<file path="src/rtl/uart_cmd_pkg.sv">
// Shared constants for the host command decoder: frame marker, command codes,
// response bytes, field limits, reset values and FSM encoding.
package uart_cmd_pkg;
  localparam logic [7:0] SYNC_BYTE_DEF = 8'hA5;
  localparam logic [7:0] CMD_SET_TIME  = 8'h01;
  localparam logic [7:0] CMD_SET_ALARM = 8'h02;
  localparam logic [7:0] CMD_SET_LIMIT = 8'h03;
  localparam logic [7:0] ACK_BYTE      = 8'h06;
  localparam logic [7:0] NAK_BYTE      = 8'h15;
  localparam logic [7:0] HOUR_MAX      = 8'd23;
  localparam logic [7:0] MIN_MAX       = 8'd59;
  localparam logic [7:0] SEC_MAX       = 8'd59;
  localparam logic [7:0] LIMIT_MAX     = 8'd127;
  localparam logic [7:0] ALARM_MIN_RST = 8'd5;
  localparam logic [7:0] TEM_LIMIT_RST = 8'd35;

  typedef enum logic [2:0] {
    ST_IDLE, ST_GET_CMD, ST_GET_P0, ST_GET_P1,
    ST_GET_P2, ST_GET_CHK, ST_EXEC, ST_ACK_WAIT
  } state_t;

  function automatic logic [7:0] frame_chk(input logic [7:0] cmd, input logic [7:0] p0,
                                           input logic [7:0] p1, input logic [7:0] p2);
    return cmd ^ p0 ^ p1 ^ p2;
  endfunction
endpackage

</file>
<file path="src/rtl/uart_byte_timeout.sv">
// Inter-byte gap counter: counts enabled cycles since the last clear and
// flags the LIMIT-th one. A clear in that same cycle suppresses the flag.
module uart_byte_timeout #(
  parameter int LIMIT = 120000
) (
  input  logic clk_i,
  input  logic rst_n_i,
  input  logic clr_i,
  input  logic en_i,
  output logic expired_o
);
  localparam int W = $clog2(LIMIT + 1);

  logic [W-1:0] cnt_q, cnt_d;

  always_comb begin
    cnt_d     = cnt_q;
    expired_o = 1'b0;
    if (clr_i || !en_i) begin
      cnt_d = '0;
    end else if (cnt_q == W'(LIMIT - 1)) begin
      expired_o = 1'b1;
      cnt_d     = '0;
    end else begin
      cnt_d = cnt_q + 1'b1;
    end
  end

  always_ff @(posedge clk_i or negedge rst_n_i) begin
    if (!rst_n_i) cnt_q <= '0;
    else          cnt_q <= cnt_d;
  end
endmodule

</file>
<file path="src/rtl/uart_cmd_decoder.sv">
// Parses 6-byte host frames (SYNC CMD P0 P1 P2 CHK), applies time/alarm/limit
// updates and answers each complete frame with one ACK or NAK byte.
// Handshake: uart_done qualifies uart_data for exactly one cycle; ack_en is a
// one-cycle request issued only in a cycle after uart_tx_busy was seen low.
module uart_cmd_decoder import uart_cmd_pkg::*; #(
  parameter int          CLK_FREQ   = 12000000,
  parameter int          TIMEOUT_MS = 10,
  parameter logic [7:0]  SYNC_BYTE  = SYNC_BYTE_DEF
) (
  input  logic       sys_clk,
  input  logic       sys_rst_n,
  input  logic       uart_done,
  input  logic [7:0] uart_data,
  input  logic       uart_tx_busy,
  output logic       ack_en,
  output logic [7:0] ack_data,
  output logic       time_set_pulse,
  output logic [7:0] set_hour,
  output logic [7:0] set_min,
  output logic [7:0] set_sec,
  output logic       alarm_set_pulse,
  output logic [7:0] alarm_hour,
  output logic [7:0] alarm_min,
  output logic       tem_limit_pulse,
  output logic [7:0] tem_limit,
  output logic       frame_err,
  output logic [2:0] dbg_state_o
);
  localparam int LIMIT = CLK_FREQ / 1000 * TIMEOUT_MS;

  state_t     state_q, state_d;
  logic [7:0] cmd_q, cmd_d, p0_q, p0_d, p1_q, p1_d, p2_q, p2_d;
  logic [7:0] hour_q, hour_d, min_q, min_d, sec_q, sec_d;
  logic [7:0] ahour_q, ahour_d, amin_q, amin_d, limit_q, limit_d;
  logic [7:0] ack_data_q, ack_data_d;
  logic       ack_en_q, ack_en_d, tpulse_q, tpulse_d, apulse_q, apulse_d;
  logic       lpulse_q, lpulse_d, ferr_q, ferr_d;
  logic       in_frame, expired, fields_ok, frame_ok;

  assign in_frame = (state_q == ST_GET_CMD) || (state_q == ST_GET_P0) ||
                    (state_q == ST_GET_P1)  || (state_q == ST_GET_P2) ||
                    (state_q == ST_GET_CHK);

  uart_byte_timeout #(.LIMIT(LIMIT)) u_timeout (
    .clk_i     (sys_clk),
    .rst_n_i   (sys_rst_n),
    .clr_i     (uart_done),
    .en_i      (in_frame),
    .expired_o (expired)
  );

  always_comb begin
    fields_ok = 1'b0;
    case (cmd_q)
      CMD_SET_TIME:  fields_ok = (p0_q <= HOUR_MAX) && (p1_q <= MIN_MAX) && (p2_q <= SEC_MAX);
      CMD_SET_ALARM: fields_ok = (p0_q <= HOUR_MAX) && (p1_q <= MIN_MAX);
      CMD_SET_LIMIT: fields_ok = (p0_q <= LIMIT_MAX);
      default:       fields_ok = 1'b0;
    endcase
  end

  // Evaluated while the CHK byte is on uart_data, so results land in EXEC.
  assign frame_ok = fields_ok && (frame_chk(cmd_q, p0_q, p1_q, p2_q) == uart_data);

  always_comb begin
    state_d    = state_q;
    cmd_d      = cmd_q;
    p0_d       = p0_q;
    p1_d       = p1_q;
    p2_d       = p2_q;
    hour_d     = hour_q;
    min_d      = min_q;
    sec_d      = sec_q;
    ahour_d    = ahour_q;
    amin_d     = amin_q;
    limit_d    = limit_q;
    ack_data_d = ack_data_q;
    ack_en_d   = 1'b0;
    tpulse_d   = 1'b0;
    apulse_d   = 1'b0;
    lpulse_d   = 1'b0;
    ferr_d     = 1'b0;
    case (state_q)
      ST_IDLE: if (uart_done && uart_data == SYNC_BYTE) state_d = ST_GET_CMD;
      ST_GET_CMD, ST_GET_P0, ST_GET_P1, ST_GET_P2, ST_GET_CHK: begin
        if (uart_done) begin
          case (state_q)
            ST_GET_CMD: begin cmd_d = uart_data; state_d = ST_GET_P0;  end
            ST_GET_P0:  begin p0_d  = uart_data; state_d = ST_GET_P1;  end
            ST_GET_P1:  begin p1_d  = uart_data; state_d = ST_GET_P2;  end
            ST_GET_P2:  begin p2_d  = uart_data; state_d = ST_GET_CHK; end
            default: begin
              state_d    = ST_EXEC;
              ack_data_d = frame_ok ? ACK_BYTE : NAK_BYTE;
              if (frame_ok) begin
                case (cmd_q)
                  CMD_SET_TIME:  begin hour_d = p0_q; min_d = p1_q; sec_d = p2_q; tpulse_d = 1'b1; end
                  CMD_SET_ALARM: begin ahour_d = p0_q; amin_d = p1_q; apulse_d = 1'b1; end
                  default:       begin limit_d = p0_q; lpulse_d = 1'b1; end
                endcase
              end
            end
          endcase
        end else if (expired) begin
          ferr_d  = 1'b1;
          state_d = ST_IDLE;
        end
      end
      ST_EXEC: state_d = ST_ACK_WAIT;
      ST_ACK_WAIT: begin
        if (!uart_tx_busy) begin
          ack_en_d = 1'b1;
          state_d  = ST_IDLE;
        end
      end
      default: state_d = ST_IDLE;
    endcase
  end

  always_ff @(posedge sys_clk or negedge sys_rst_n) begin
    if (!sys_rst_n) begin
      state_q    <= ST_IDLE;
      cmd_q      <= '0;
      p0_q       <= '0;
      p1_q       <= '0;
      p2_q       <= '0;
      hour_q     <= '0;
      min_q      <= '0;
      sec_q      <= '0;
      ahour_q    <= '0;
      amin_q     <= ALARM_MIN_RST;
      limit_q    <= TEM_LIMIT_RST;
      ack_data_q <= '0;
      ack_en_q   <= 1'b0;
      tpulse_q   <= 1'b0;
      apulse_q   <= 1'b0;
      lpulse_q   <= 1'b0;
      ferr_q     <= 1'b0;
    end else begin
      state_q    <= state_d;
      cmd_q      <= cmd_d;
      p0_q       <= p0_d;
      p1_q       <= p1_d;
      p2_q       <= p2_d;
      hour_q     <= hour_d;
      min_q      <= min_d;
      sec_q      <= sec_d;
      ahour_q    <= ahour_d;
      amin_q     <= amin_d;
      limit_q    <= limit_d;
      ack_data_q <= ack_data_d;
      ack_en_q   <= ack_en_d;
      tpulse_q   <= tpulse_d;
      apulse_q   <= apulse_d;
      lpulse_q   <= lpulse_d;
      ferr_q     <= ferr_d;
    end
  end

  assign ack_en          = ack_en_q;
  assign ack_data        = ack_data_q;
  assign time_set_pulse  = tpulse_q;
  assign set_hour        = hour_q;
  assign set_min         = min_q;
  assign set_sec         = sec_q;
  assign alarm_set_pulse = apulse_q;
  assign alarm_hour      = ahour_q;
  assign alarm_min       = amin_q;
  assign tem_limit_pulse = lpulse_q;
  assign tem_limit       = limit_q;
  assign frame_err       = ferr_q;
  assign dbg_state_o     = state_q;
endmodule

</file>
<file path="config.mk">
export PLATFORM = sky130hd
export DESIGN_NAME = uart_cmd_decoder
export DESIGN_NICKNAME = d
export VERILOG_FILES = /design/src/rtl/uart_cmd_pkg.sv /design/src/rtl/uart_byte_timeout.sv /design/src/rtl/uart_cmd_decoder.sv
export SDC_FILE = /design/constraint.sdc
export NUM_CORES = 1
export LEC_CHECK = 0
export CAP_MARGIN = 20
export CORE_MARGIN = 5
export CORE_UTILIZATION = 50
export CTS_BUF_LIST = sky130_fd_sc_hd__clkbuf_4 sky130_fd_sc_hd__clkbuf_8
export CTS_CLUSTER_SIZE = 30
export DETAILED_ROUTE_END_ITERATION = 6
export PLACE_DENSITY = 0.78
export SLEW_MARGIN = 15
export SYNTH_ARGS = -nofsm -noshare
export SYNTH_HDL_FRONTEND = slang
export SYNTH_SLANG_ARGS = --single-unit
</file>
<file path="constraint.sdc">
create_clock -name sys_clk -period 2.05 [get_ports sys_clk]
set_input_delay 0.41 -clock sys_clk [delete_from_list [all_inputs] [get_ports sys_clk]]
set_output_delay 0.41 -clock sys_clk [all_outputs]
set_load 0.01 [all_outputs]
</file>
==> results.md, run 1 <==
- Status: finished, violations left
- Failing checks: setup timing
- Wirelength per Cell: approximately 17 µm
- Antenna Cells: 0
- CTS tree: yes
- R2R Setup Slk: -0.33 ns
- Slew at the pin closest to its max-slew limit: 0.503 ns
- H-tree depth: 3
- WP buf/inv: 2
- Seq/Total Area, Yosys: 0.552
- Post-synth ARST share: 1.00
- Max-cap viol count: 0
- Critical path type: reg -> reg
- First-pass GRT wire length: between 15 and 20 mm
- Final hold vios: 0
- Slew margin rel.: 0.663
- Die W: approximately 110 µm
- Pre-CTS WS: -0.728 ns
- Crit end category: flop
- Achievable frequency: between 0.4 and 0.5 GHz
- Top cell type's share of synthesized area: 0.525
- Final Slew Violations: 0
- Mapped Area: roughly 0.0049 mm²
- Hold_ws: about 0.46 ns
- Gr ovfl total: 0
- Power Density: approximately 1100 mW/mm²
- Clock transition at path regs: roughly 0.10 ns
- PnR worst setup slack: -0.327 ns
- Die ar.: 0.0119 mm²
- Mapped Cells: 359
- Post-place instance area: 0.00618 mm²
- Yosys top cell by area: dfrtp_1
- Period utilization: 1.16
- CP Launch Type: flop
- Final setup fails: 49
- Area growth syn-to-layout: 31.9%
- Clock Sinks: between 100 and 150
- Worst path required time: approximately 2.3 ns
- Critical-path maximum fanout: 13
- Synth cell types: 50
- Clock Latency Late Sink: around 0.36 ns
- Fillers: 709
- Initial antenna violation count: 0
- Starting DRT DRC Count: 125
- Total track usage: 0.197
- Post-Layout Cell Count: roughly 630
- DR vias/cell: about 5.2
- IO buf count: 71
- Vias in the first global route: between 3000 and 4000
- GP Congestion: 0.928
- CP cell instances: xnor3_1 -> a222oi_1 -> and4_1 -> buf_6 -> nand4_4 -> buf_12 -> mux2_4
- Core Area: 0.00968 mm²
- Yosys warns: 0
- Hold path start: u_timeout.cnt_q[0]
- Syn_area_per_cell: between 10 and 15 µm²
- Cells after DPL: roughly 600
- Total Wirelength: 11.0 mm
- CP peak stage delay: around 0.45 ns
- I/O Pins: between 70 and 80
- Layout cell share with drive strength beyond 1: 0.337
- Die Ht: around 110 µm
- Vias: ~3300
- Pre-antenna DRT Iters: 4
- Clock Tree Buf Depth: 2
- Worst setup startpoint: p2_q[2]
- Starting Density: 0.507
- Post-synth EDFFs: 0
- Residual DRC count: 0
- Synth Register Bits: 108
- Reg-to-reg critical path startpoint: p2_q[2]
- Main synth FF type: dfrtp_1
- Fin crit period: 2.38 ns
- Fin area: ~0.0065 mm²
- WP data arrival: ~2.6 ns
- Peak VDD IR: 0.000702 V
- Cell Rows: 36
- Clock root buffer: clkbuf_8
- Top post-synthesis cells by area: dfrtp_1 (53%), mux2_2 (11%), mux2_4 (5.5%)
- Layout Nets: ~500
- Final design utilization: 0.668
- Final Skew: about 0.008 ns
- Cts bufs inserted: 9
- P_leak: 3.03 nW
- Antenna Nets Post-Route: 0
- Cell at the slowest stage of the critical path: a222oi_1
- Detailed Place HPWL: ~8 mm
- RSZ-0062 raised after global routing: yes
- Maximum number of pins on one net before global-route repair: 53
- Min-Delay Path Class: reg -> reg
- Crit path max-delay family: compound AO/OA/AOI/OAI gates
timing repair:
item / CTS / global route
pin swaps: 3 / 7
hold buffers: 1 / 0
setup buffers: 1 / 2
resized for setup: 11 / 9
endpoints found under the setup margin: 48 / 53
endpoints found under the hold margin: 15 / 0
power by group:
| group | switching, mW | leakage (nW) | internal [mW] | total (mW) |
|---|---|---|---|---|
| Sequential | 0.336 | 1.41 | 2.51 | 2.85 |
| Clock | 0.715 | 0.0854 | 0.492 | 1.21 |
| Combinational | 1.43 | 1.53 | 1.81 | 3.24 |
worst register-to-register path, delay by kind of cell, from the launching register on:
| kind | cells | cell delay, ns |
|---|---|---|
| and+or+nand+nor | 2 | 0.43 |
| AOI/OAI and AO/OA | 1 | 0.45 |
| buffers and inverters | 2 | 0.33 |
| DFF | 1 | 0.41 |
| xor gates and xnor gates | 1 | 0.36 |
| muxes | 1 | 0.30 |
cell usage after synthesis, types with 5 or more instances:
cell type and instances:
dfrtp_1 103, nand3_1 5, nand2_1 13, xor2_1 16
and3_1 9, mux2_2 48, nor2_1 27, mux2_4 18
nand4_1 9, xnor2_1 13, dfstp_2 5, buf_4 5
and2_1 15, xnor3_1 8
layout make-up:
| class | instances | area, µm² | share of cell area |
|---|---|---|---|
| inverter | 4 | 15.0 | 0.00232 |
| timing repair buffer | 133 | 1260 | 0.194 |
| clock buffer | 11 | 145 | 0.0224 |
| sequential | 108 | 2710 | 0.419 |
| multi-input combinational | 234 | 2140 | 0.331 |
| clock inverter | 5 | 36.3 | 0.00561 |
| tap | 133 | 166 | 0.0257 |
registers in the layout, indices dropped and copies added, names as in the netlist:
register / count
p1_q: 8
frame_err: 1
set_min: 8
ack_data: 3
u_timeout.cnt_q: 17
cmd_q: 8
ack_en: 1
p2_q: 8
set_hour: 8
tem_limit_pulse: 1
tem_limit: 8
alarm_min: 8
time_set_pulse: 1
set_sec: 8
p0_q: 8
alarm_hour: 8
alarm_set_pulse: 1
dbg_state_o: 3
cell usage in the layout (no fill, tap or decap), drive strengths merged, types with 2 or more instances in the layout:
cell	instances
a21oi	4
a31oi	2
and2	15
and3	9
and4	3
and4b	2
buf	62
clkbuf	11
clkdlybuf4s50	69
clkinvlp	3
conb	4
dfrtp	103
dfstp	5
inv	5
mux2	66
nand2	13
nand2b	3
nand3	5
nand4	12
nor2	27
nor2b	3
nor3b	2
nor4	2
nor4b	6
nor4bb	2
o21ai	2
o31ai	2
xnor2	13
xnor3	8
xor2	16
stage by stage:
stage / power, mW / setup TNS [ns]
2_1_floorplan: 4.69 / -2.72
3_3_place_gp: 5.87 / -28.52
3_5_place_dp: 6.00 / -33.79
4_1_cts: 7.28 / -12.20
5_1_grt: 7.75 / -18.23
6_report: 7.29 / -13.09
final timing paths:
check | endpoint | cells after the start
setup / recovery | alarm_hour[3] | 7
hold / removal | u_timeout.cnt_q[0] | 1
setup reg to reg | alarm_hour[3] | 7
hold reg to reg | u_timeout.cnt_q[0] | 1
max in group asynchronous | tem_limit[5] | 3
min in group asynchronous | set_min[2] | 2
kinds of logic after synthesis:
family                   synth area share
AND/OR/NAND/NOR                     0.139
AO/OA/AOI/OAI                      0.0268
other                            0.000764
XOR/XNOR                           0.0885
multiplexers                        0.165
buffers and inverters              0.0252
adder cells (fa/ha/maj)           0.00255
flip-flops                          0.552
layer usage:
metal  wire length (µm)  track usage  up-vias
met3                592       0.0533        6
met4                131       0.0424        0
met5                  0            0        -
met1               4640        0.255     1635
li1                   -            -     1520
met2               5610        0.332       89
No activity file was read; power rests on OpenSTA's default activity.
==> inputs of run 2 (changes only) <==
--- a/config.mk
+++ b/config.mk
@@ -12,6 +12,7 @@
 export CTS_CLUSTER_SIZE = 30
 export DETAILED_ROUTE_END_ITERATION = 6
 export PLACE_DENSITY = 0.78
+export RECOVER_POWER = 50
 export SLEW_MARGIN = 15
 export SYNTH_ARGS = -nofsm -noshare
 export SYNTH_HDL_FRONTEND = slang
==> constraint.sdc (replaced) <==
create_clock -name sys_clk -period 2.05 [get_ports sys_clk]
set_input_delay 0.41 -clock sys_clk [delete_from_list [all_inputs] [get_ports sys_clk]]
set_output_delay 0.41 -clock sys_clk [all_outputs]
set_load 0.05 [all_outputs]
==> results.md, run 2 (synthesis gave the netlist of run 1 again) <==
- Slew at the pin closest to its max-slew limit: roughly 1.0 ns
- Pre-CTS WS: -0.805 ns
- Power Density: approximately 1200 mW/mm²
- Peak VDD IR: about 0.00082 V
- Cts bufs inserted: 9
- Cell Rows: 36
- GP Congestion: around 0.90
- Period utilization: 1.13
- Achievable frequency: 0.431 GHz
- Clock transition at path regs: approximately 0.1 ns
- H-tree depth: 3
- Antenna Cells: 0
- Core Area: about 0.0097 mm²
- Final hold vios: 0
- Detailed Place HPWL: 7.72 mm
- Crit end category: flop
- Fillers: 739
- Starting DRT DRC Count: roughly 140
- Clock Sinks: 108
- Layout Nets: between 400 and 500
- Total track usage: 0.190
- Die ar.: 0.0119 mm²
- Final setup TNS: -9.66 ns
- Cells after DPL: between 600 and 700
- First-pass GRT wire length: 17.3 mm
- IO buf count: between 70 and 80
- Max FFs per register: 17
- Status: finished, violations left
- Commonest non-fill, non-tap cells in the layout: dfrtp_1 (100), buf_4 (58), clkdlybuf4s50_1 (57)
- Clock Tree Buf Depth: 2
- Hold_ws: just under 0.2 ns
- Maximum number of pins on one net before global-route repair: 44
- Gr ovfl total: 0
- Clock Latency Late Sink: ~0.38 ns
- Layout cell share with drive strength beyond 1: 0.356
- Total Wirelength: 10.7 mm
- Max-cap viol count: 0
- Largest Register: u_timeout.cnt_q
- CTS tree: yes
- Initial antenna violation count: 0
- I/O Pins: between 70 and 80
- Final design utilization: 0.661
- Fin crit period: roughly 2.3 ns
- Area growth syn-to-layout: 30.5%
- PnR worst setup slack: -0.271 ns
- Final Skew: between 0.015 and 0.02 ns
- P_leak: 3.06 nW
- CP Launch Type: flop
- Wirelength per Cell: 17.1 µm
- Commonest non-fill, non-tap cell in the layout: dfrtp_1
- Post-Layout Cell Count: approximately 620
- Worst path required time: 2.31 ns
- Final Slew Violations: 0
- Min-Delay Path Class: in -> async
- Final setup fails: roughly 50
- Vias: about 3200
- Starting Density: 0.507
- Clock root buffer: clkbuf_8
- Residual DRC count: 0
- Antenna Nets Post-Route: 0
- Critical-path maximum fanout: 24
- DR vias/cell: 5.20
- Failing checks: setup timing
- Pre-antenna DRT Iters: 4
- Die W: 109 µm
- Slew margin rel.: 0.318
- Hold-fix buffers, CTS: 0
- Vias in the first global route: roughly 3300
- Die Ht: 109 µm
- Critical path type: reg -> reg
- RSZ-0062 raised after global routing: yes
- WP data arrival: 2.59 ns
-- run 2: area by class of cell --
class / instances / area, µm² / share of cell area
clock buffer: 11 / 151 / 0.0236
timing repair buffer: 129 / 1170 / 0.182
sequential: 108 / 2710 / 0.424
tap: 133 / 166 / 0.0260
multi-input combinational: 234 / 2130 / 0.333
inverter: 4 / 15.0 / 0.00235
clock inverter: 5 / 60.1 / 0.00938
-- run 2: through the flow --
step	cell area (µm²)	power, mW
2_1_floorplan	4920	4.86
3_3_place_gp	6140	6.06
3_5_place_dp	6140	6.17
4_1_cts	6400	7.63
5_1_grt	6400	8.06
6_report	6400	7.65
-- run 2: what timing repair did --
| item | in CTS | in global routing |
|---|---|---|
| setup buffers | 1 | 2 |
| pin swaps | 1 | 6 |
| gates resized for setup | 9 | 9 |
| endpoints found under the setup margin | 51 | 55 |
-- run 2: per-layer routing --
| metal | share of wire | GRT usage | vias to the layer above |
|---|---|---|---|
| met5 | 0 | 0 | - |
| met4 | 0.018 | 0.0748 | 0 |
| met3 | 0.057 | 0.0474 | 13 |
| met2 | 0.48 | 0.302 | 91 |
| met1 | 0.44 | 0.251 | 1627 |
| li1 | - | - | 1515 |
-- run 2: power by group --
group / switching [mW] / leakage (nW) / total [mW] / internal (mW)
Sequential: 0.329 / 1.41 / 2.84 / 2.52
Combinational: 1.63 / 1.55 / 3.47 / 1.84
Clock: 0.708 / 0.106 / 1.34 / 0.633
Total: 2.66 / 3.06 / 7.65 / 4.99
-- run 2: path summary, 6_finish.rpt --
path	slack, ns	cells after the start	to	startpoint
setup / recovery	-0.27	6	set_hour[0]	p1_q[2]
hold / removal	0.20	1	cmd_q[4]	sys_rst_n
setup reg to reg	-0.27	6	set_hour[0]	p1_q[2]
hold reg to reg	0.45	1	u_timeout.cnt_q[0]	u_timeout.cnt_q[0]
max in group asynchronous	0.36	2	dbg_state_o[0]	sys_rst_n
min in group sys_clk	0.45	1	u_timeout.cnt_q[0]	u_timeout.cnt_q[0]
-- run 2: worst max-delay path, cell delays in order (launching register included) --
cell and delay [ns]:
dfrtp_1 0.37, xnor3_1 0.42, a222oi_1 0.44, and4_4 0.37
nand4_4 0.10, buf_12 0.19, mux2_4 0.30
